File: src/rtl/chiplib_riscv_plic_gateway_array.sv
// PLIC gateway array: one gateway per interrupt source ID 1..NumSrc.
// Each gateway turns a raw IRQ line (level or pulse, sync or async) into a
// single pending bit for the PLIC core. The gateway then tracks the core's
// claim and complete handshake for that source ID.
module chiplib_riscv_plic_gateway_array #(
  parameter int unsigned        NumSrc     = 32,
  parameter logic [NumSrc-1:0]  PulseMask  = '0,
  parameter logic [NumSrc-1:0]  AsyncMask  = '0,
  parameter int unsigned        SyncStages = 2,
  parameter int unsigned        PulseCntW  = 3,
  localparam int unsigned       IdW        = $clog2(NumSrc + 1)
) (
  input  logic              clk,
  input  logic              rst_n,
  input  logic [NumSrc-1:0] irq_in,
  input  logic              claim_valid,
  input  logic [IdW-1:0]    claim_id,
  input  logic              complete_valid,
  input  logic [IdW-1:0]    complete_id,
  output logic [NumSrc-1:0] irq_pend,
  output logic [NumSrc-1:0] irq_overflow
);

  typedef enum logic [1:0] {
    Idle    = 2'd0,
    Pending = 2'd1,
    Claimed = 2'd2
  } state_e;

  for (genvar g = 0; g < NumSrc; g++) begin : gen_src
    // Source IDs start at 1; ID 0 is reserved and never matches any gateway.
    localparam logic [IdW-1:0] SrcId = IdW'(g + 1);

    state_e state_q, state_d;
    logic   srcLevel;
    logic   claimHit;
    logic   completeHit;
    logic   ovfBit;

    // A claim only counts when this source is Pending, and a complete only
    // counts when it is Claimed. Any other ID, or a stale or duplicate
    // request, falls through as a no-op.
    assign claimHit    = claim_valid    && (claim_id    == SrcId) && (state_q == Pending);
    assign completeHit = complete_valid && (complete_id == SrcId) && (state_q == Claimed);

    if (AsyncMask[g]) begin : gen_async
      logic [SyncStages-1:0] sync_q;

      // Shift the raw line through the synchroniser chain.
      always_ff @(posedge clk or negedge rst_n) begin
        if (!rst_n) sync_q <= '0;
        else        sync_q <= {sync_q[SyncStages-2:0], irq_in[g]};
      end

      assign srcLevel = sync_q[SyncStages-1];
    end else begin : gen_sync
      assign srcLevel = irq_in[g];
    end

    if (PulseMask[g]) begin : gen_pulse
      localparam logic [PulseCntW-1:0] CntMax = '1;

      logic                 prev_q;
      logic [PulseCntW-1:0] cnt_q, cnt_d;
      logic                 ovf_q, ovf_d;
      logic                 edgeSeen;
      logic                 haveWork;
      logic                 consume;

      assign edgeSeen = srcLevel & ~prev_q;
      assign haveWork = edgeSeen || (cnt_q != '0);

      // Consume one edge on each move into Pending. Queued edges are used
      // first, so a fresh edge in that same cycle takes the freed slot.
      // Any other edge joins the queue, or is dropped (and flagged) when the
      // queue is full.
      always_comb begin
        state_d = state_q;
        cnt_d   = cnt_q;
        ovf_d   = ovf_q;
        consume = 1'b0;
        case (state_q)
          Idle: begin
            if (haveWork) begin
              state_d = Pending;
              consume = 1'b1;
            end
          end
          Pending: begin
            if (claimHit) state_d = Claimed;
          end
          Claimed: begin
            if (completeHit) begin
              ovf_d = 1'b0;
              if (haveWork) begin
                state_d = Pending;
                consume = 1'b1;
              end else begin
                state_d = Idle;
              end
            end
          end
          default: state_d = Idle;
        endcase
        if (consume && (cnt_q != '0)) begin
          if (!edgeSeen) cnt_d = cnt_q - PulseCntW'(1);
        end else if (!consume && edgeSeen) begin
          if (cnt_q == CntMax) ovf_d = 1'b1;
          else                 cnt_d = cnt_q + PulseCntW'(1);
        end
      end

      // Edge-detect history, edge queue and sticky overflow flag.
      always_ff @(posedge clk or negedge rst_n) begin
        if (!rst_n) begin
          prev_q <= 1'b0;
          cnt_q  <= '0;
          ovf_q  <= 1'b0;
        end else begin
          prev_q <= srcLevel;
          cnt_q  <= cnt_d;
          ovf_q  <= ovf_d;
        end
      end

      assign ovfBit = ovf_q;
    end else begin : gen_level
      // A level source re-pends on complete only if the line is still high.
      // While Pending or Claimed, the line level is ignored.
      always_comb begin
        state_d = state_q;
        case (state_q)
          Idle: begin
            if (srcLevel) state_d = Pending;
          end
          Pending: begin
            if (claimHit) state_d = Claimed;
          end
          Claimed: begin
            if (completeHit) state_d = srcLevel ? Pending : Idle;
          end
          default: state_d = Idle;
        endcase
      end

      assign ovfBit = 1'b0;
    end

    // Gateway state register.
    always_ff @(posedge clk or negedge rst_n) begin
      if (!rst_n) state_q <= Idle;
      else        state_q <= state_d;
    end

    assign irq_pend[g]     = (state_q == Pending);
    assign irq_overflow[g] = ovfBit;
  end

endmodule

File: config.mk
export PLATFORM = sky130hd
export DESIGN_NAME = chiplib_riscv_plic_gateway_array
export DESIGN_NICKNAME = d
export VERILOG_FILES = /design/src/rtl/chiplib_riscv_plic_gateway_array.sv
export SDC_FILE = /design/constraint.sdc
export NUM_CORES = 1
export LEC_CHECK = 0
export ABC_AREA = 1
export CAP_MARGIN = 20
export CORE_MARGIN = 2
export CORE_UTILIZATION = 44
export DETAILED_ROUTE_END_ITERATION = 8
export GPL_TIMING_DRIVEN = 0
export PLACE_DENSITY = 0.89
export SYNTH_ARGS = -nofsm -noshare
export SYNTH_HDL_FRONTEND = slang
export SYNTH_SLANG_ARGS = --single-unit
File: constraint.sdc
create_clock -name clk -period 0.88 [get_ports clk]
set_input_delay 0.176 -clock clk [delete_from_list [all_inputs] [get_ports clk]]
set_output_delay 0.176 -clock clk [all_outputs]
set_load 0.005 [all_outputs]
==> results.txt, run 1 <==
* Post-Route Setup TNS: -21.21 ns
- Run status: finished with violations
- After detailed routing, the number of remaining DRC violations is 0.
- The clock drives 64 sinks.
- Violations in the final reports: hold timing, setup timing
- The largest registers in the layout are gen_src.state_q: 64 flops.
* Root cell of the clock tree: clkbuf_8
- Row generation in the floorplan step produced 34 rows.
- Post-route fraction of the period consumed by the critical path: 1.615
* Fraction of layout instances using a drive strength above 1: 0.5868
- Register share of total power: 0.233
* Clock tree from TritonCTS: yes
- Summed over all nets, wire length on met2 after detailed routing comes to 9611 microns.
- STA classifies the critical path endpoint as an output pin.
- Number of buffers created by CTS: 9
- Mean number of vias per cell: 5.483
* Total wire length after detailed routing: 18970 microns
- Warnings, synthesis: 0
- A synthesized cell averages 6.805 sq um.
- During I/O placement, the number of pins put on the boundary was 112.
* Number of distinct library cells after synthesis: 18
- STA classifies the critical path startpoint as a register.
- In this run the static leakage power is 3.628 nW.
- Antenna-violating nets left: 0
* Worst path arrival time: 1.25 ns
- The detailed router placed 5181 vias in this run.
* Setup CP Type: reg2out
- Most repeated cell in the gate-level netlist after synthesis: nand2_1
- DR WL/cell: 20.08 microns
- For this block, the initial DRC count from the detailed router was 413.
- Combinational cell fraction of total power: 0.620
* Number of violations of the max-capacitance limit: 0
- Post-layout utilization of the core: 0.8452
- After detailed routing, no signal wire sits above met4.
- Internal Pwr Total: 0.01145 W
- Net load switching power: 0.007114 W
- Insertion delay to the later sink of the worst-skew pair: 0.39 ns
* Share of async-settable or async-resettable flops after synthesis: 1.000
* Routability congestion estimate from global placement: 0.8564
- Number of instances in the synthesized netlist: 588
- Area share of the leading cell type in the synthesized netlist: 0.4003
- Flip-flop count of the largest register after layout: 64
* Largest net degree at the start of global routing: 34
- Across all setup checks in the final design, the least slack found is -0.5411 ns.
* Crit Path Max Fanout: 2
- Final worst hold slack: -0.1339 ns
* Hold violation count in the final report: 32
* Hpwl dp: 7800 microns
- Dpl ws: -0.7133 ns
- First-pass GRT wire length: 22960 microns
- Area delta synth->final: 85.12%
- In this run the power density over the cells is 2506 nW/um^2.
- For this run, the total global-route usage over all layers was measured as 0.3008.
- Vias in the first global route: 5031
- Sorting the synthesized cells by area gives the leading types as dfrtp_1 40%, nand2_1 17%, buf_4 13%.
- Final setup violation count: 94
- CTS HTree Levels: 3
- Number of buffers between clock root and the deepest sink: 2
* Die X: 99.36 microns
- Cell taking the most area after synthesis: dfrtp_1
- Flip-flop cell with the highest count after synthesis: dfrtp_1
- Clock-pin slew of the registers on the worst-case setup and hold paths: 0.09 ns
- Wire length on met1: 6063 microns
- The initial antenna violation count was 1.
- Based on the critical path, the design can be clocked at up to 703.7 MHz.
* Worst slew margin relative to its limit: 0.4648
- R2R setup slack: -0.46 ns
* Final #Nets: 878
- Largest vdd supply drop: 1305 uV
* Die Ht: 99.36 microns
- Netlist Area Pre-Place: 4001 sq um
* Largest clock skew in the final design: 0.006861 ns
- Setup repair after global routing could not meet its margin everywhere.
- Sum of overflow across all layers after global routing: 0
* Minimum period implied by the final worst setup slack: 1.421 ns
* Ranking of synthesized cells by instance count: 178 x nand2_1, 100 x nor2_1, 88 x inv_1
- Die area: 9872 sq um
* Pin slew with the least headroom to its limit: 0.8027 ns
- Core footprint: 8763 sq um
* Sequential fraction of the synthesis area: 0.4003
- The path class of the tightest hold or removal check is in2async.
- Counting flops per register, the top entry is gen_src.state_q.
* DRT Pass-1 Iters: 5
- Clock network fraction of design power: 0.147
* Pins over their slew limit: 0
- Wire segments on met3 add up to 1617 microns in the final route.
- The initial utilization of the core area, before any placement, comes to 0.4566.
- Of the total power, the share spent switching nets is 0.3833.
- Number of buffers inserted by port buffering: 79
- Data required, critical path: 0.70 ns
* Synth Register Bits: 64
* EDFF count, synth: 0
[stage by stage]
stage                     hold slack (ns)  power (W)  instance area [sq um]  instances
after floorplan                   -0.1196   0.007263                   4118        619
after CTS                        -0.09524    0.01596                   6787        934
after global routing             -0.06897    0.01923                   7405        944
final                             -0.1339    0.01856                   7407        945
after global placement             0.5030   0.009128                   5044        806
after detailed placement           0.2871   0.009408                   5059        807
[power groups by stage]
stage | Sequential, W | Combinational, W | Clock, W
after global placement | 0.00409 | 0.00504 | 0
after floorplan | 0.00404 | 0.00322 | 0
after global routing | 0.00437 | 0.0121 | 0.00281
final | 0.00433 | 0.0115 | 0.00273
after CTS | 0.00416 | 0.00922 | 0.00259
after detailed placement | 0.00414 | 0.00526 | 0
[path summary, 6_finish.rpt]
check	startpoint	end	depth (start not counted)
hold / removal	rst_n	gen_src[16].state_q[1]	1
max in group asynchronous	rst_n	gen_src[31].state_q[0]	2
setup reg to reg	gen_src[22].state_q[1]	gen_src[22].state_q[1]	8
min in group clk	claim_id[4]	gen_src[15].state_q[1]	3
setup / recovery	gen_src[8].state_q[1]	irq_pend[8]	3
hold reg to reg	gen_src[5].state_q[1]	gen_src[5].state_q[1]	3
[kinds of logic (layout without fill, tap and decap cells)]
logic type      after synthesis  in the layout  synth area share
buf+inv                     158            374            0.2151
simple gates                300            300            0.2921
other cells                   1             34         0.0009372
compound gates               65             65           0.09162
flops                        64             64            0.4003
[metal layers]
| layer | global-route usage | vias to the layer above |
|---|---|---|
| met5 | 0 | - |
| met1 | 0.2918 | 2450 |
| met4 | 0.1770 | 0 |
| li1 | - | 2177 |
| met2 | 0.5764 | 404 |
| met3 | 0.06606 | 150 |
[critical path, cell delays in order (launching register included)]
cell     delay (ns)
dfrtp_1        0.41
nor2_2         0.21
buf_4          0.16
buf_6          0.09
[placed cells by master, fill, tap and decap left out, drive strengths merged]
cell type      instances
buf                  223
clkinvlp               2
conb                  32
a21oi                 22
o21bai                 2
bufinv                 1
diode                  2
inv                   88
nor2                 103
dlygate4sd2            4
bufbuf                 1
dfrtp                 64
nand3                 18
clkdlybuf4s18          1
clkinv                 4
clkdlybuf4s50         32
clkdlybuf4s15          1
clkbuf                17
nand2                178
nand2b                 1
o21ai                 40
o31ai                  1
[area by class of cell]
cell class / instances / area (sq um)
buffer: 61 / 559.3
clock buffer: 9 / 123.9
fill: 445 / 1356
inverter: 88 / 335.3
antenna: 2 / 5.005
tap: 108 / 135.1
clock inverter: 7 / 72.57
sequential: 64 / 1602
timing repair buffer: 209 / 2056
multi-input combinational: 397 / 2519
[timing repair]
item | CTS | global route
setup buffers | 192 | 61
setup endpoints to repair | 96 | 96
gates cloned | 4 | 1
hold endpoints to repair | 32 | 32
resized for setup | 431 | 212
pin swaps | 97 | 87
No activity file was read; power rests on OpenSTA's default activity.
==> run 2: changes to the inputs <==
CAP_MARGIN = 5   (was 20)
GPL_ROUTABILITY_DRIVEN = 0   (was unset)
==> results of run 2 <==
No change in the layout: final DEF, timing and power equal those of run 1.
